File: src/rtl/csel_accum_20_pkg.sv
// ----------------------------------------------------------------------------
// csel_accum_20_pkg
// Shared definitions for the carry-select accumulator:
//   - state_e     : FSM state encoding (IDLE, ACC, HOLD)
//   - DEF_WIDTH   : default operand / accumulator width
//   - DEF_CNT_W   : default operand-count width
//   - NUM_BLK     : number of carry-select blocks in the adder
//   - blk_lo()    : LSB index of each carry-select block
// ----------------------------------------------------------------------------
package csel_accum_20_pkg;

    localparam int DEF_WIDTH = 20;
    localparam int DEF_CNT_W = 8;

    // Carry-select partition from the LSB: 1,1,2,3,4,5 bits, with the last
    // block taking whatever remains (4 bits at the default width).
    localparam int NUM_BLK = 7;

    typedef enum logic [1:0] {
        IDLE = 2'd0,
        ACC  = 2'd1,
        HOLD = 2'd2
    } state_e;

    function automatic int blk_lo(input int idx);
        case (idx)
            0:       blk_lo = 0;
            1:       blk_lo = 1;
            2:       blk_lo = 2;
            3:       blk_lo = 4;
            4:       blk_lo = 7;
            5:       blk_lo = 11;
            default: blk_lo = 16;
        endcase
    endfunction

endpackage

File: src/rtl/cs_add20.sv
// ----------------------------------------------------------------------------
// cs_add20
// Purely combinational carry-select adder, WIDTH-bit + WIDTH-bit -> WIDTH+1.
// Each block precomputes its sum for carry-in 0 and 1; the incoming block
// carry selects the result and the outgoing carry.
// Ports:
//   a_i   [WIDTH-1:0] : operand A
//   b_i   [WIDTH-1:0] : operand B
//   sum_o [WIDTH:0]   : A + B, MSB is the carry out
// ----------------------------------------------------------------------------
module cs_add20
    import csel_accum_20_pkg::*;
#(
    parameter int WIDTH = DEF_WIDTH
) (
    input  logic [WIDTH-1:0] a_i,
    input  logic [WIDTH-1:0] b_i,
    output logic [WIDTH:0]   sum_o
);

    // carry[k] is the carry into block k; carry[NUM_BLK] is the final carry.
    logic [NUM_BLK:0] carry;

    assign carry[0] = 1'b0;

    for (genvar k = 0; k < NUM_BLK; k++) begin : g_blk
        localparam int LO = blk_lo(k);
        localparam int HI = (k == NUM_BLK - 1) ? WIDTH - 1 : blk_lo(k + 1) - 1;
        localparam int BW = HI - LO + 1;

        logic [BW:0] s0;
        logic [BW:0] s1;

        assign s0 = {1'b0, a_i[HI:LO]} + {1'b0, b_i[HI:LO]};
        assign s1 = {1'b0, a_i[HI:LO]} + {1'b0, b_i[HI:LO]} + {{BW{1'b0}}, 1'b1};

        assign sum_o[HI:LO] = carry[k] ? s1[BW-1:0] : s0[BW-1:0];
        assign carry[k+1]   = carry[k] ? s1[BW]     : s0[BW];
    end

    assign sum_o[WIDTH] = carry[NUM_BLK];

endmodule

File: src/rtl/csel_accum_20.sv
// ----------------------------------------------------------------------------
// csel_accum_20
// Accumulates a job of `len` unsigned operands and presents the sum.
// Handshakes: a transfer happens on a rising clk edge where valid and ready
// are both 1; valid never depends on ready, and ready here depends only on
// FSM state (in_ready) or is a plain input (out_ready).
// Ports:
//   clk, rst_n            : clock, asynchronous active-low reset
//   start, len            : begin a job of `len` operands (IDLE only)
//   in_valid/in_ready     : operand handshake, in_data is the operand
//   out_valid/out_ready   : result handshake, out_sum/out_ovf the result
//   busy                  : FSM not in IDLE
//   dbg_state_o           : raw FSM state for debug/observation
// ----------------------------------------------------------------------------
module csel_accum_20
    import csel_accum_20_pkg::*;
#(
    parameter int WIDTH = DEF_WIDTH,
    parameter int CNT_W = DEF_CNT_W,
    parameter int SAT   = 0
) (
    input  logic             clk,
    input  logic             rst_n,
    input  logic             start,
    input  logic [CNT_W-1:0] len,
    input  logic             in_valid,
    output logic             in_ready,
    input  logic [WIDTH-1:0] in_data,
    output logic             out_valid,
    input  logic             out_ready,
    output logic [WIDTH-1:0] out_sum,
    output logic             out_ovf,
    output logic             busy,
    output logic [1:0]       dbg_state_o
);

    localparam bit             SAT_EN  = (SAT != 0);
    localparam logic [CNT_W-1:0] CNT_ONE = {{(CNT_W-1){1'b0}}, 1'b1};

    state_e           state_q, state_d;
    logic [WIDTH-1:0] acc_q,   acc_d;
    logic [CNT_W-1:0] cnt_q,   cnt_d;
    logic             ovf_q,   ovf_d;

    logic [WIDTH:0]   add_sum;
    logic             in_hs;

    cs_add20 #(
        .WIDTH (WIDTH)
    ) u_add (
        .a_i   (acc_q),
        .b_i   (in_data),
        .sum_o (add_sum)
    );

    // Decoded straight from the state register, so reset clears them at once.
    assign in_ready    = (state_q == ACC);
    assign out_valid   = (state_q == HOLD);
    assign busy        = (state_q != IDLE);
    assign out_sum     = acc_q;
    assign out_ovf     = ovf_q;
    assign dbg_state_o = state_q;

    assign in_hs = in_valid && in_ready;

    always_comb begin
        state_d = state_q;
        acc_d   = acc_q;
        cnt_d   = cnt_q;
        ovf_d   = ovf_q;
        unique case (state_q)
            IDLE: begin
                if (start) begin
                    acc_d   = '0;
                    ovf_d   = 1'b0;
                    cnt_d   = len;
                    // A zero-length job has nothing to add: go straight to HOLD.
                    state_d = (len == '0) ? HOLD : ACC;
                end
            end
            ACC: begin
                if (in_hs) begin
                    acc_d = (SAT_EN && add_sum[WIDTH]) ? '1 : add_sum[WIDTH-1:0];
                    ovf_d = ovf_q | add_sum[WIDTH];
                    cnt_d = cnt_q - CNT_ONE;
                    if (cnt_q == CNT_ONE) begin
                        state_d = HOLD;
                    end
                end
            end
            HOLD: begin
                // start here is ignored, even on the out_ready cycle.
                if (out_ready) begin
                    state_d = IDLE;
                end
            end
            default: state_d = IDLE;
        endcase
    end

    always_ff @(posedge clk or negedge rst_n) begin
        if (!rst_n) begin
            state_q <= IDLE;
            acc_q   <= '0;
            cnt_q   <= '0;
            ovf_q   <= 1'b0;
        end else begin
            state_q <= state_d;
            acc_q   <= acc_d;
            cnt_q   <= cnt_d;
            ovf_q   <= ovf_d;
        end
    end

endmodule

File: config.mk
export PLATFORM = sky130hd
export DESIGN_NAME = csel_accum_20
export DESIGN_NICKNAME = d
export VERILOG_FILES = /design/src/rtl/csel_accum_20_pkg.sv /design/src/rtl/cs_add20.sv /design/src/rtl/csel_accum_20.sv
export SDC_FILE = /design/constraint.sdc
export NUM_CORES = 1
export LEC_CHECK = 0
export ABC_AREA = 1
export BUFFER_PORTS_ARGS = -buffer_cell sky130_fd_sc_hd__buf_2
export CAP_MARGIN = 20
export CORE_MARGIN = 2
export CORE_UTILIZATION = 31
export CTS_CLUSTER_DIAMETER = 50
export DETAILED_ROUTE_END_ITERATION = 10
export GPL_ROUTABILITY_DRIVEN = 0
export GPL_TIMING_DRIVEN = 0
export MAX_ROUTING_LAYER = met4
export SYNTH_ARGS = -nofsm -noshare
export SYNTH_HDL_FRONTEND = slang
export SYNTH_SLANG_ARGS = --single-unit
File: constraint.sdc
create_clock -name clk -period 2.6 [get_ports clk]
set_input_delay 0.52 -clock clk [delete_from_list [all_inputs] [get_ports clk]]
set_output_delay 0.52 -clock clk [all_outputs]
set_load 0.01 [all_outputs]
# [Word level (Yosys, flattened, before mapping)]
# Index checks and enable logic that the tools add are counted.
[classes] muxes=27 eq_ne=7 bitwise_logic=1 n_addsub=14 reduce_logical=7
[ops] op="$mux W20" n=2
[ops] op="$pmux W20 S2" n=1
[ops] op="$mux W8" n=2
[ops] op="$pmux W8 S2" n=1
[ops] op="$mux W2" n=6
[ops] op="$add A4 B4 Y5" n=2
[ops] op="$add A5 B1 Y5 const B" n=2
[ops] op="$mux W1" n=9
[ops] op="$eq A8 B1 Y1 const B" n=1
[ops] op="$logic_not A8 Y1" n=1
[ops] op="$mux W4" n=2
[ops] op="$sub A8 B1 Y8 const B" n=1
[ops] op="$add A5 B5 Y6" n=1
[ops] op="$add A6 B1 Y6 const B" n=1
[ops] op="$ne A2 B1 Y1 const B" n=3
[ops] op="$pmux W2 S3" n=1
[ops] op="$mux W5" n=1
[ops] op="$add A1 B1 Y2" n=2
[ops] op="$add A3 B3 Y4" n=1
[ops] op="$add A4 B1 Y4 const B" n=1
[ops] op="$reduce_and A4 Y1" n=1
[ops] op="$reduce_bool A2 Y1" n=2
[ops] op="$add A2 B2 Y3" n=1
[ops] op="$add A3 B1 Y3 const B" n=1
[ops] op="10 further kinds" n=10
[totals] input_bits=33 output_inout_bits=26 ff_bits=31 word_cells=60

# [Depth between registers and ports, before layout]
# Gate-level depths: netlist of the first run.
[logic_depth] depth_word=11 mapped_depth=22 depth_no_buf=22

# [Hierarchy]
# Synthesis of the first run repeated with hierarchy kept, for this count alone.
[hier_totals] cells_unflattened=396 hier_area_um2=2877.8
[modules_own_cells] module="csel_accum_20" n_inst=1 seq_area_each_um2=775.7 area_per_inst_um2=1580.3 cells_each=208
[modules_own_cells] module="cs_add20" n_inst=1 seq_area_each_um2=0.0 area_per_inst_um2=1297.5 cells_each=188

# [Worst setup path before layout of the first run]
# OpenSTA, ideal clock, no wires.
[synth_timing] path_type="input-to-reg" start="in in_data[2]" end="reg acc_q[19], in the netlist out_sum[19]" arrival_ns=2.442 n_path_buf=0 path_slack_ns=0.041 stages=21 setup_time_ns=0.117 required_ns=2.483 path_cell_list="ha_1 > inv_1 > fa_1 > inv_1 > ha_1 > inv_1 > nand2_1 > nand2_1 > nand2_1 > nand2_4 > nand4_2 > nand2_4 > nand2_4 > nand2_4 > nand2_4 > nand2_4 > inv_2 > nand2_1 > nand2_1 > nand3_1 > nand2_1"
[synth_between] elab_chain_cells=9
[synth_rtl] item="from (decl)" line_no="csel_accum_20.sv:28" rtl="input logic [WIDTH-1:0] in_data,"
[synth_rtl] item="$add A2 B2 Y3 (*)" line_no="cs_add20.sv:34, cs_add20.sv:35"
[synth_rtl] item="$add A3 B1 Y3" line_no="cs_add20.sv:35" rtl="assign s1 = {1'b0, a_i[HI:LO]} + {1'b0, b_i[HI:LO]} + {{BW{1'b0}}, 1'b1};"
[synth_rtl] item="$mux W1 (*) (4 in a row)" line_no="cs_add20.sv:38" rtl="assign carry[k+1] = carry[k] ? s1[BW] : s0[BW];"
[synth_rtl] item="$mux W4 (*)" line_no="cs_add20.sv:37" rtl="assign sum_o[HI:LO] = carry[k] ? s1[BW-1:0] : s0[BW-1:0];"
[synth_rtl] item="$mux W20 (*)" line_no="csel_accum_20.sv:82" rtl="if (in_hs) begin"
[synth_rtl] item="$pmux W20 S2 (*)" line_no="csel_accum_20.sv:71" rtl="unique case (state_q)"
[synth_rtl] item="to (signal assigned)" line_no="csel_accum_20.sv:104" rtl="acc_q <= '0;"
[synth_rtl] item="to (signal assigned)" line_no="csel_accum_20.sv:109" rtl="acc_q <= acc_d;"
[synth_rtl] item="to (decl)" line_no="csel_accum_20.sv:41" rtl="logic [WIDTH-1:0] acc_q, acc_d;"
# Every way passes the cells marked *; elsewhere a longest branch is shown, timed or not. The select of a mux whose other input is x is not followed.
# A chain may end at the register's enable or synchronous reset.

# [Worst setup path after layout of the first run]
[layout_timing] start="reg acc_q[2], in the netlist out_sum[2]" end="reg acc_q[18], in the netlist out_sum[18]"
[layout_between] elab_chain_cells=9
[layout_rtl] item="$add A2 B2 Y3 (*)" line_no="cs_add20.sv:34, cs_add20.sv:35"
[layout_rtl] item="$add A3 B1 Y3" line_no="cs_add20.sv:35"
[layout_rtl] item="$mux W1 (*) (4 in a row)" line_no="cs_add20.sv:38"
[layout_rtl] item="$mux W4 (*)" line_no="cs_add20.sv:37"
[layout_rtl] item="$mux W20 (*)" line_no="csel_accum_20.sv:82"
[layout_rtl] item="$pmux W20 S2 (*)" line_no="csel_accum_20.sv:71"
# Marked as above.

==> run_summary.xml, run 1 <==
<?xml version="1.0" encoding="UTF-8"?>
<metrics>
  <group name="routing">
    <metric name="drcViolationCount" unit="">0</metric>
    <metric name="route.detailed.wl_per_inst" unit="um">11.70</metric>
    <metric name="vias" unit="">2509</metric>
    <metric name="final_antenna_net_count" unit="">0</metric>
    <metric name="dr.first_iter.drc_count" unit="">75</metric>
    <metric name="post_drt_via_cell_ratio" unit="">4.629</metric>
    <metric name="number_of_detailed_route_iterations_in_the_first_pass" unit="">4</metric>
    <metric name="drt-total-wl" unit="um">6343</metric>
  </group>
  <group name="sta">
    <metric name="final_critical_path_setup_slack" unit="ps">71.70</metric>
    <metric name="final_setup_violations" unit="">0</metric>
    <metric name="skew" unit="ps">6.987</metric>
    <metric name="fin_crit_sh" unit="%">97.24</metric>
    <metric name="final_max_slew_viol_count" unit="">0</metric>
    <metric name="setup_total_negative_slack" unit="ps">0</metric>
    <metric name="max_slew.worst_pin.slew" unit="ps">753.5</metric>
    <metric name="rsz0062_at_grt" unit="">yes</metric>
    <metric name="max_freq" unit="MHz">395.5</metric>
    <metric name="timing.final.hold_violations" unit="">0</metric>
    <metric name="fin_worst_hold_slack" unit="ps">292.5</metric>
    <metric name="timing.max_slew.rel_slack" unit="%">49.77</metric>
    <metric name="min_period" unit="ps">2528</metric>
  </group>
  <group name="synth">
    <metric name="mappedNetlistNets" unit="">432</metric>
    <metric name="yosys_most_used_dff" unit="">sky130_fd_sc_hd__dfrtp_1</metric>
    <metric name="xor_xnor_share_of_the_synthesized_area" unit="%">3.297</metric>
    <metric name="post-synth-top-area-cell" unit="">sky130_fd_sc_hd__dfrtp_1</metric>
    <metric name="synth-compound-area-share" unit="%">12.44</metric>
    <metric name="dominant_combinational_cell_family_by_area_after_synthesis" unit="">simple AND/OR/NAND/NOR gates</metric>
    <metric name="post_synthesis_adder_cell_area_fraction" unit="%">16.49</metric>
    <metric name="synth.area.mux_share" unit="%">0.4239</metric>
    <metric name="netlist_area" unit="mm2">0.002656</metric>
    <metric name="number_of_distinct_library_cells_after_synthesis" unit="">33</metric>
    <metric name="yosys_register_bits" unit="">31</metric>
    <metric name="syn-instance-count" unit="">367</metric>
    <metric name="synth_seq_area_share" unit="%">29.20</metric>
    <metric name="post_synth.cell_area_avg" unit="um2">7.238</metric>
    <metric name="synth_area_leaders" unit="">sky130_fd_sc_hd__dfrtp_1 (29%), sky130_fd_sc_hd__nand2_1 (13%), sky130_fd_sc_hd__ha_1 (13%)</metric>
    <metric name="yosys.area_share.simple" unit="%">28.50</metric>
    <metric name="synth_warnings" unit="">0</metric>
    <metric name="async_reset_ff_share" unit="%">100.0</metric>
    <metric name="synth_most_common_cell" unit="">sky130_fd_sc_hd__nand2_1</metric>
    <metric name="most_used_standard_cells_in_the_synthesized_netlist" unit="">sky130_fd_sc_hd__nand2_1 (94), sky130_fd_sc_hd__inv_1 (57), sky130_fd_sc_hd__nor2_1 (33)</metric>
    <metric name="synth_top_area_share" unit="%">29.20</metric>
    <metric name="synth_enable_flop_cells" unit="">0</metric>
  </group>
  <group name="setup_path">
    <metric name="setup.worst_path.start_class" unit="">flop</metric>
    <metric name="max_stage_delay" unit="ps">490</metric>
    <metric name="critical_path_peak_fanout" unit="">5</metric>
    <metric name="crit_path_slowest_cell" unit="">sky130_fd_sc_hd__fa_1</metric>
    <metric name="worstPathRequired" unit="ps">2780</metric>
    <metric name="path_class" unit="">flop to flop</metric>
    <metric name="crit_end_category" unit="">flop</metric>
    <metric name="cp_common_cell" unit="">sky130_fd_sc_hd__nand2_4</metric>
    <metric name="critPathArrivalTime" unit="ps">2710</metric>
    <metric name="timing.critical_path.cells" unit="">ha_2 &gt; inv_2 &gt; fa_1 &gt; inv_2 &gt; ha_4 &gt; inv_2 &gt; nand2_1 &gt; nand2_1 &gt; nand2_2 &gt; nand2_4 &gt; nand3_4 &gt; nand2_4 &gt; nand2_4 &gt; nand2_4 &gt; nand2_4 &gt; nand2_4 &gt; nand2_4 &gt; o21ai_2 &gt; inv_2 &gt; nand2_1 &gt; nand2_1</metric>
  </group>
  <group name="cts">
    <metric name="clock_tree.root_cell" unit="">sky130_fd_sc_hd__clkbuf_8</metric>
    <metric name="cts-htree-levels" unit="">2</metric>
    <metric name="cts_clk_pin_slew_worst_paths" unit="ps">70</metric>
    <metric name="clk_latency" unit="ps">290</metric>
    <metric name="cts_tree" unit="">yes</metric>
    <metric name="hold_buffers" unit="">0</metric>
    <metric name="cts.sinks" unit="">31</metric>
    <metric name="cts_max_path_buffers" unit="">2</metric>
    <metric name="cts_buffers" unit="">5</metric>
  </group>
  <group name="floorplanning">
    <metric name="start_util" unit="%">32.17</metric>
    <metric name="core" unit="mm2">0.008258</metric>
    <metric name="io_pins" unit="">59</metric>
    <metric name="chipWidth" unit="um">96.57</metric>
    <metric name="die_height" unit="um">96.57</metric>
    <metric name="fp.dieArea" unit="mm2">0.009325</metric>
    <metric name="row_count" unit="">33</metric>
  </group>
  <group name="placed_design">
    <metric name="place_ws" unit="ps">-233.4</metric>
    <metric name="dpl-instance-area" unit="mm2">0.003078</metric>
    <metric name="placed_cells" unit="">530</metric>
    <metric name="port_buffers" unit="">58</metric>
    <metric name="dp_hpwl" unit="um">4879</metric>
  </group>
  <group name="layout">
    <metric name="sequential_cell_area" unit="um2">775.7</metric>
    <metric name="layout.cells.non_filler" unit="">542</metric>
    <metric name="layout.nets" unit="">501</metric>
    <metric name="drive_gt1_share" unit="%">24.26</metric>
    <metric name="stdcell_area" unit="mm2">0.003281</metric>
    <metric name="filler_cell_count" unit="">885</metric>
    <metric name="diodes" unit="">0</metric>
    <metric name="flow.area_growth_from_synthesis" unit="%">23.50</metric>
    <metric name="layout.core_utilization" unit="%">39.73</metric>
    <metric name="multi_input_area" unit="mm2">0.001688</metric>
  </group>
  <group name="outcome">
    <metric name="status" unit="">finished clean</metric>
  </group>
  <group name="flow_run">
    <metric name="cap_violations" unit="">0</metric>
  </group>
  <group name="min_path">
    <metric name="hold_path.class" unit="">input pin to asynchronous set/reset pin</metric>
  </group>
  <group name="global_route">
    <metric name="grt_use_met2" unit="%">24.13</metric>
    <metric name="busiest_layer" unit="">met2</metric>
    <metric name="met3_usage" unit="%">2.638</metric>
    <metric name="grt.met1_usage" unit="%">18.90</metric>
    <metric name="grt-ovfl-total" unit="">0</metric>
    <metric name="first_global_vias" unit="">2348</metric>
    <metric name="grt_antenna_before_repair" unit="">0</metric>
    <metric name="grtUsageTotal" unit="%">14.74</metric>
    <metric name="grt_first_pass_wirelength" unit="um">10360</metric>
    <metric name="grt_start_max_net_pins" unit="">32</metric>
  </group>
  <group name="power_and_ir_drop">
    <metric name="power" unit="mW">3.751</metric>
    <metric name="power-per-cell-area" unit="mW/mm2">1143</metric>
    <metric name="p_leak" unit="nW">1.774</metric>
    <metric name="vdd_drop_max" unit="mV">0.5827</metric>
  </group>
</metrics>
==> critical path, delay by kind of cell (launching register included) <==
family,cells,cell delay (ps)
buffers and inverters,4,160
flip-flops,1,370
adder cells (fa/ha/maj),3,830
AND/OR/NAND/NOR,13,890
AO/OA/AOI/OAI,1,140
==> repair_timing <==
item / 4_1_cts / 5_1_grt
setup endpoints to repair: 2 / 8
buffers inserted: 3 / 1
resized for setup: 1 / 19
pin swaps: 1 / 6
==> final cells by class <==
| class | count | share of cell area [%] |
|---|---|---|
| Multi-Input combinational cell | 269 | 51.45 |
| Sequential cell | 31 | 23.65 |
| Timing Repair Buffer | 62 | 9.764 |
| Inverter | 61 | 7.132 |
| Tap cell | 105 | 4.005 |
| Clock buffer | 7 | 2.937 |
| Buffer | 6 | 0.8391 |
| Clock inverter | 1 | 0.2288 |
==> layer usage <==
metal / share of wire (%) / wire length (um) / up-vias
li1: - / - / 1316
met3: 4.9 / 309 / 5
met5: 0 / 0 / -
met1: 48 / 3058 / 1128
met4: 0.57 / 36 / 0
met2: 46 / 2939 / 60
==> flip-flops by register name, indices dropped and copies added, names as in the netlist <==
signal / cells
out_ovf: 1
dbg_state_o: 2
cnt_q: 8
out_sum: 20
==> cell families (layout without fill, tap and decap cells) <==
logic type                 count (synthesis)  count (layout)
adders and majority gates                 32              32
buffers and inverters                     67             137
AOI/OAI and AO/OA                         59              59
muxes                                      1               1
and+or+nand+nor                          167             167
xor gates and xnor gates                  10              10
DFF                                       31              31
==> where the power goes <==
part,internal (mW),total [mW],switching (mW)
combinational,0.919,2.46,1.54
sequential,0.688,0.852,0.164
clock,0.241,0.439,0.198
total,1.85,3.75,1.90
==> worst paths after layout <==
path | startpoint | to | slack (ps) | cells past startpoint
worst max-delay path | out_sum[2]$_DFFE_PN0P_ | out_sum[18]$_DFFE_PN0P_ | 70 | 21
worst min-delay path | rst_n | cnt_q[1]$_DFFE_PN0P_ | 290 | 1
worst max register to register | out_sum[2]$_DFFE_PN0P_ | out_sum[18]$_DFFE_PN0P_ | 70 | 21
worst min register to register | cnt_q[4]$_DFFE_PN0P_ | cnt_q[4]$_DFFE_PN0P_ | 510 | 1
max in group asynchronous | rst_n | out_sum[6]$_DFFE_PN0P_ | 1820 | 1
min in group clk | cnt_q[4]$_DFFE_PN0P_ | cnt_q[4]$_DFFE_PN0P_ | 510 | 1
==> cells in the final DEF (no fill, tap or decap), drive strengths merged, types with 3 or more instances in the layout <==
cell type	instances
nand2	102
buf	66
inv	61
o21ai	34
nor2	33
dfrtp	31
ha	27
nand3	23
a21oi	12
clkbuf	9
xor2	8
fa	5
o22ai	3
nor3	3
a22o	3
nand4	3
Note: power is estimated with default switching activity, not from simulation.
==> run 2: changes to the inputs <==
- GPL_TIMING_DRIVEN: 0 -> unset
==> run 2 against run 1 <==
  * First-iteration DRC count fell by 28%
  * Global-route usage fell by 0.46 points
  * Cell count rose by 0.37%
  * Largest cell class unchanged
==> run_summary.xml, run 2 (synthesis results as in run 1) <==
<?xml version="1.0" encoding="UTF-8"?>
<metrics>
  <group name="layout">
    <metric name="sequential_cell_area" unit="um2">775.7</metric>
    <metric name="multi_input_area" unit="mm2">0.001683</metric>
    <metric name="filler_cell_count" unit="">876</metric>
    <metric name="flow.area_growth_from_synthesis" unit="%">24.45</metric>
    <metric name="diodes" unit="">0</metric>
    <metric name="stdcell_area" unit="mm2">0.003306</metric>
    <metric name="largest_register_ffs" unit="">20</metric>
    <metric name="layout.core_utilization" unit="%">40.03</metric>
    <metric name="commonest_cells_after_routing_fill_and_taps_aside" unit="">sky130_fd_sc_hd__nand2_1 (92), sky130_fd_sc_hd__buf_2 (58), sky130_fd_sc_hd__inv_1 (56)</metric>
    <metric name="drive_gt1_share" unit="%">23.46</metric>
    <metric name="most_frequent_standard_cell_in_the_layout_excluding_fill_and_tap_cells" unit="">sky130_fd_sc_hd__nand2_1</metric>
    <metric name="layout.nets" unit="">503</metric>
  </group>
  <group name="routing">
    <metric name="drcViolationCount" unit="">0</metric>
    <metric name="final_antenna_net_count" unit="">0</metric>
    <metric name="post_drt_via_cell_ratio" unit="">4.656</metric>
    <metric name="route.detailed.wl_per_inst" unit="um">11.30</metric>
    <metric name="vias" unit="">2533</metric>
    <metric name="drt-total-wl" unit="um">6149</metric>
    <metric name="dr.first_iter.drc_count" unit="">54</metric>
    <metric name="number_of_detailed_route_iterations_in_the_first_pass" unit="">4</metric>
  </group>
  <group name="sta">
    <metric name="fin_crit_sh" unit="%">94.99</metric>
    <metric name="final_max_slew_viol_count" unit="">0</metric>
    <metric name="skew" unit="ps">10.26</metric>
    <metric name="timing.final.hold_violations" unit="">0</metric>
    <metric name="final_setup_violations" unit="">0</metric>
    <metric name="rsz0062_at_grt" unit="">yes</metric>
    <metric name="final_critical_path_setup_slack" unit="ps">130.2</metric>
    <metric name="max_slew.worst_pin.slew" unit="ps">736.1</metric>
    <metric name="max_freq" unit="MHz">404.9</metric>
    <metric name="timing.max_slew.rel_slack" unit="%">50.92</metric>
    <metric name="min_period" unit="ps">2470</metric>
    <metric name="setup_total_negative_slack" unit="ps">0</metric>
  </group>
  <group name="placed_design">
    <metric name="port_buffers" unit="">58</metric>
    <metric name="dp_hpwl" unit="um">4779</metric>
    <metric name="dpl-instance-area" unit="mm2">0.003126</metric>
    <metric name="place_ws" unit="ps">-149.3</metric>
  </group>
  <group name="floorplanning">
    <metric name="row_count" unit="">33</metric>
    <metric name="chipWidth" unit="um">96.57</metric>
    <metric name="core" unit="mm2">0.008258</metric>
    <metric name="die_height" unit="um">96.57</metric>
    <metric name="start_util" unit="%">32.17</metric>
    <metric name="fp.dieArea" unit="mm2">0.009325</metric>
    <metric name="io_pins" unit="">59</metric>
  </group>
  <group name="setup_path">
    <metric name="worstPathRequired" unit="ps">2770</metric>
    <metric name="critPathArrivalTime" unit="ps">2640</metric>
    <metric name="crit_end" unit="">out_sum[17]$_DFFE_PN0P_</metric>
    <metric name="path_class" unit="">flop to flop</metric>
    <metric name="r2r_cells" unit="">18</metric>
    <metric name="startpoint" unit="">out_sum[2]$_DFFE_PN0P_</metric>
    <metric name="crit_end_category" unit="">flop</metric>
    <metric name="setup.worst_path.start_class" unit="">flop</metric>
    <metric name="rrSetupSlack" unit="ps">130</metric>
    <metric name="critical_path_peak_fanout" unit="">5</metric>
    <metric name="r2r_end" unit="">out_sum[17]$_DFFE_PN0P_</metric>
    <metric name="worst_reg2reg_path_startpoint" unit="">out_sum[2]$_DFFE_PN0P_</metric>
  </group>
  <group name="flow_run">
    <metric name="cap_violations" unit="">0</metric>
  </group>
  <group name="global_route">
    <metric name="grtUsageTotal" unit="%">14.28</metric>
    <metric name="grt_first_pass_wirelength" unit="um">10190</metric>
    <metric name="first_global_vias" unit="">2329</metric>
    <metric name="grt_start_max_net_pins" unit="">32</metric>
    <metric name="grt_antenna_before_repair" unit="">0</metric>
    <metric name="grt-ovfl-total" unit="">0</metric>
  </group>
  <group name="cts">
    <metric name="cts_clk_pin_slew_worst_paths" unit="ps">70</metric>
    <metric name="cts_tree" unit="">yes</metric>
    <metric name="hold_buffers" unit="">0</metric>
    <metric name="clock_tree.root_cell" unit="">sky130_fd_sc_hd__clkbuf_8</metric>
    <metric name="cts_max_path_buffers" unit="">2</metric>
    <metric name="cts.sinks" unit="">31</metric>
    <metric name="cts_buffers" unit="">5</metric>
    <metric name="clk_latency" unit="ps">290</metric>
    <metric name="cts-htree-levels" unit="">2</metric>
  </group>
  <group name="power_and_ir_drop">
    <metric name="power-per-cell-area" unit="mW/mm2">1131</metric>
    <metric name="vdd_drop_max" unit="mV">0.6494</metric>
    <metric name="power" unit="mW">3.740</metric>
    <metric name="p_leak" unit="nW">1.791</metric>
  </group>
  <group name="outcome">
    <metric name="status" unit="">finished clean</metric>
  </group>
  <group name="min_path">
    <metric name="hold_path.class" unit="">input pin to asynchronous set/reset pin</metric>
  </group>
</metrics>
## run 2: critical path, cell delays in order, from the launching register on
cell and delay (ps):
sky130_fd_sc_hd__dfrtp_1 380, sky130_fd_sc_hd__ha_1 170, sky130_fd_sc_hd__inv_1 60, sky130_fd_sc_hd__fa_1 420, sky130_fd_sc_hd__inv_2 90, sky130_fd_sc_hd__ha_4 130
sky130_fd_sc_hd__nand2_1 40, sky130_fd_sc_hd__nand2_1 70, sky130_fd_sc_hd__nand2_2 60, sky130_fd_sc_hd__nand2_4 100, sky130_fd_sc_hd__nand3_4 70, sky130_fd_sc_hd__nand2_4 110
sky130_fd_sc_hd__nand2_4 80, sky130_fd_sc_hd__nand2_4 100, sky130_fd_sc_hd__nand2_4 70, sky130_fd_sc_hd__nand2_4 70, sky130_fd_sc_hd__nand2_4 70, sky130_fd_sc_hd__o21ai_0 180
sky130_fd_sc_hd__o21ai_1 80
## run 2: worst min-delay path by stage
stage	startpoint	end	depth (start not counted)
2_1_floorplan	rst_n	cnt_q[0]$_DFFE_PN0P_	0
4_1_cts	rst_n	cnt_q[4]$_DFFE_PN0P_	1
5_1_grt	rst_n	out_sum[15]$_DFFE_PN0P_	1
3_3_place_gp	cnt_q[6]$_DFFE_PN0P_	cnt_q[6]$_DFFE_PN0P_	2
6_report	rst_n	dbg_state_o[0]$_DFFE_PN0P_	1
3_5_place_dp	cnt_q[4]$_DFFE_PN0P_	cnt_q[4]$_DFFE_PN0P_	1
## run 2: final cells by class
| class | count | share of cell area [%] |
|---|---|---|
| multi-input cells | 269 | 50.91 |
| repair buffers | 70 | 11.51 |
| clock inverters | 1 | 0.2271 |
| well taps | 105 | 3.974 |
| clock buffers | 7 | 2.914 |
| inverters | 61 | 7.002 |
| flip-flops and latches | 31 | 23.47 |
## run 2: power breakdown
part | internal [mW] | switching [mW] | total [mW]
Sequential | 0.688 | 0.163 | 0.852
Clock | 0.241 | 0.192 | 0.433
Combinational | 0.947 | 1.51 | 2.46
## run 2: per-layer routing
metal / GRT usage (%) / wire (um) / vias to the layer above
met4: 4.108 / 82 / 0
li1: - / - / 1321
met1: 17.97 / 2993 / 1158
met3: 2.560 / 246 / 7
met5: - / 0 / -
met2: 23.61 / 2826 / 47
## run 2: through the flow
step | hold WS [ps] | cells
after floorplan | 224.4 | 367
after global placement | 476.5 | 534
after detailed placement | 488.4 | 534
after CTS | 314.8 | 542
after global routing | 351.1 | 544
final | 290.1 | 544
## run 2: timing repair
action / 4_1_cts / 5_1_grt
hold endpoints to repair: 0 / 0
buffers inserted: 0 / 2
resized for setup: 0 / 13
setup endpoints to repair: 0 / 8
==> run 3: changes to the inputs <==
- SETUP_SLACK_MARGIN: unset -> 0.2
- clock period: 2.6 -> 2.5 ns (I/O delays scaled with it)
==> run 3 against run 2 <==
  * Via count grew 0.36%
  * Clock skew shrank 3.2 ps
  * Cell count grew 1.1%
  * Sequential power grew 4.9%
  * Non-clock buffer count grew 7
  * Design area grew 3.5%
  * Sequential share of layout area shrank 0.79 points
  * Clock-buffer cell count shrank 1
  * Clock power shrank 5.1%
  * Register-to-register slack lost 100 ps
  * Critical path depth grew 3
  * Maximum frequency is essentially flat
  * Highest routed layer unchanged
==> run_summary.xml, run 3 (synthesis results as in run 1) <==
<?xml version="1.0" encoding="UTF-8"?>
<metrics>
  <group name="floorplanning">
    <metric name="io_pins" unit="">59</metric>
    <metric name="row_count" unit="">33</metric>
    <metric name="fp.dieArea" unit="mm2">0.009325</metric>
    <metric name="core" unit="mm2">0.008258</metric>
    <metric name="die_height" unit="um">96.57</metric>
    <metric name="start_util" unit="%">32.17</metric>
    <metric name="chipWidth" unit="um">96.57</metric>
  </group>
  <group name="sta">
    <metric name="max_freq" unit="MHz">404.7</metric>
    <metric name="min_period" unit="ps">2471</metric>
    <metric name="fin_crit_sh" unit="%">98.85</metric>
    <metric name="final_max_slew_viol_count" unit="">0</metric>
    <metric name="setup_total_negative_slack" unit="ps">0</metric>
    <metric name="timing.final.hold_violations" unit="">0</metric>
    <metric name="max_slew.worst_pin.slew" unit="ps">739.1</metric>
    <metric name="fin_worst_hold_slack" unit="ps">279.5</metric>
    <metric name="timing.max_slew.rel_slack" unit="%">50.73</metric>
    <metric name="rsz0062_at_grt" unit="">yes</metric>
    <metric name="final_setup_violations" unit="">0</metric>
    <metric name="skew" unit="ps">7.017</metric>
  </group>
  <group name="setup_path">
    <metric name="path_delay_family" unit="">simple AND/OR/NAND/NOR gates</metric>
    <metric name="crit_end_category" unit="">flop</metric>
    <metric name="cp_common_cell" unit="">sky130_fd_sc_hd__nand2_4</metric>
    <metric name="worst_reg2reg_path_startpoint" unit="">out_sum[2]$_DFFE_PN0P_</metric>
    <metric name="crit_buf_inv" unit="">4</metric>
    <metric name="crit_path_slowest_cell" unit="">sky130_fd_sc_hd__fa_1</metric>
    <metric name="max_stage_delay" unit="ps">480</metric>
    <metric name="timing.critical_path.cells" unit="">ha_4 &gt; inv_2 &gt; fa_1 &gt; inv_2 &gt; ha_4 &gt; inv_2 &gt; nand2_1 &gt; nand2_1 &gt; nand2_2 &gt; nand2_4 &gt; nand3_4 &gt; nand2_4 &gt; nand2_4 &gt; nand2_4 &gt; nand2_4 &gt; nand2_4 &gt; nand2_8 &gt; inv_4 &gt; nand3_1 &gt; nand3_1 &gt; nand2_1</metric>
    <metric name="startpoint" unit="">out_sum[2]$_DFFE_PN0P_</metric>
    <metric name="path_class" unit="">flop to flop</metric>
    <metric name="worstPathRequired" unit="ps">2670</metric>
    <metric name="critical_path_peak_fanout" unit="">5</metric>
    <metric name="rrSetupSlack" unit="ps">30</metric>
    <metric name="critPathArrivalTime" unit="ps">2650</metric>
    <metric name="setup.worst_path.start_class" unit="">flop</metric>
  </group>
  <group name="layout">
    <metric name="largest_register_ffs" unit="">20</metric>
    <metric name="commonest_cells_after_routing_fill_and_taps_aside" unit="">sky130_fd_sc_hd__nand2_1 (87), sky130_fd_sc_hd__buf_2 (58), sky130_fd_sc_hd__inv_1 (51)</metric>
    <metric name="most_frequent_standard_cell_in_the_layout_excluding_fill_and_tap_cells" unit="">sky130_fd_sc_hd__nand2_1</metric>
    <metric name="layout.cells.non_filler" unit="">550</metric>
    <metric name="diodes" unit="">0</metric>
    <metric name="layout.nets" unit="">510</metric>
    <metric name="flow.area_growth_from_synthesis" unit="%">28.78</metric>
    <metric name="drive_gt1_share" unit="%">27.87</metric>
  </group>
  <group name="power_and_ir_drop">
    <metric name="vdd_drop_max" unit="mV">0.6653</metric>
    <metric name="p_leak" unit="nW">1.843</metric>
    <metric name="power-per-cell-area" unit="mW/mm2">1205</metric>
  </group>
  <group name="cts">
    <metric name="cts_buffers" unit="">5</metric>
    <metric name="cts_max_path_buffers" unit="">2</metric>
    <metric name="cts.sinks" unit="">31</metric>
    <metric name="cts_clk_pin_slew_worst_paths" unit="ps">70</metric>
    <metric name="clk_latency" unit="ps">280</metric>
    <metric name="cts-htree-levels" unit="">2</metric>
    <metric name="clock_tree.root_cell" unit="">sky130_fd_sc_hd__clkbuf_8</metric>
    <metric name="cts_tree" unit="">yes</metric>
  </group>
  <group name="min_path">
    <metric name="hold_path.class" unit="">input pin to asynchronous set/reset pin</metric>
  </group>
  <group name="routing">
    <metric name="dr.first_iter.drc_count" unit="">83</metric>
    <metric name="number_of_detailed_route_iterations_in_the_first_pass" unit="">4</metric>
    <metric name="vias" unit="">2542</metric>
    <metric name="route.detailed.wl_per_inst" unit="um">11.84</metric>
    <metric name="drt-total-wl" unit="um">6514</metric>
    <metric name="final_antenna_net_count" unit="">0</metric>
    <metric name="drcViolationCount" unit="">0</metric>
    <metric name="post_drt_via_cell_ratio" unit="">4.622</metric>
  </group>
  <group name="placed_design">
    <metric name="port_buffers" unit="">58</metric>
    <metric name="dp_hpwl" unit="um">5075</metric>
    <metric name="placed_cells" unit="">538</metric>
  </group>
  <group name="global_route">
    <metric name="grt-ovfl-total" unit="">0</metric>
    <metric name="grtUsageTotal" unit="%">15.55</metric>
    <metric name="grt_antenna_before_repair" unit="">0</metric>
    <metric name="grt_first_pass_wirelength" unit="um">11100</metric>
    <metric name="first_global_vias" unit="">2462</metric>
    <metric name="grt_start_max_net_pins" unit="">32</metric>
  </group>
  <group name="flow_run">
    <metric name="cap_violations" unit="">0</metric>
  </group>
  <group name="outcome">
    <metric name="status" unit="">finished clean</metric>
  </group>
</metrics>
==> run 3: changes by cell type in the layout (fill, tap and decap cells not counted), moves of 4 or more <==
cell                      before  now
sky130_fd_sc_hd__o21ai_1       9   16
sky130_fd_sc_hd__inv_1        56   51
sky130_fd_sc_hd__buf_6         0    4
sky130_fd_sc_hd__o21ai_0      23   15
sky130_fd_sc_hd__nand2_1      92   87
sky130_fd_sc_hd__inv_2         3    8
sky130_fd_sc_hd__nand2_2       3    8
==> run 3: area by class of cell <==
type / count / area (um2)
clock buffer: 6 / 82.58
inverter: 61 / 235.2
timing repair buffer: 77 / 447.9
tap: 105 / 131.4
multi-input combinational: 269 / 1743
clock inverter: 1 / 5.005
fill: 880 / 4837
sequential: 31 / 775.7
==> run 3: worst paths after layout <==
| check | end | depth (start not counted) |
|---|---|---|
| worst min register to register | cnt_q[4]$_DFFE_PN0P_ | 1 |
| worst min-delay path | out_sum[14]$_DFFE_PN0P_ | 1 |
| min in group clk | cnt_q[1]$_DFFE_PN0P_ | 3 |
| worst max register to register | out_sum[19]$_DFFE_PN0P_ | 21 |
| worst max-delay path | out_sum[19]$_DFFE_PN0P_ | 21 |
| max in group asynchronous | dbg_state_o[1]$_DFFE_PN0P_ | 1 |
==> run 3: what timing repair did <==
action	in CTS	in global routing
resized for setup	16	21
setup endpoints to repair	13	18
pin swaps	9	8
setup buffers	3	2
hold buffers	0	0
gates cloned	0	0
==> run 3: through the flow <==
stage,cell area (um2),utilization [%],total power [mW],setup WS (ps)
6_report,3421,41.42,4.122,28.87
5_1_grt,3421,41.42,4.597,-162.5
4_1_cts,3339,40.44,3.974,16.14
3_5_place_dp,3177,38.47,3.433,-231.4
3_3_place_gp,3177,38.47,3.375,-163.6
2_1_floorplan,2678,-,2.679,28.52
==> run 3: power by group <==
| group | total (mW) | switching [mW] | internal [mW] |
|---|---|---|---|
| Sequential | 0.894 | 0.178 | 0.716 |
| Combinational | 2.82 | 1.68 | 1.14 |
| Clock | 0.411 | 0.195 | 0.216 |
==> run 3: layer usage <==
layer	global-route usage (%)	vias up	part of all wire (%)
met1	20.43	1158	48
met4	3.169	0	0.52
met5	-	-	0
met2	25.41	49	47
li1	-	1333	-
met3	2.715	2	4.6
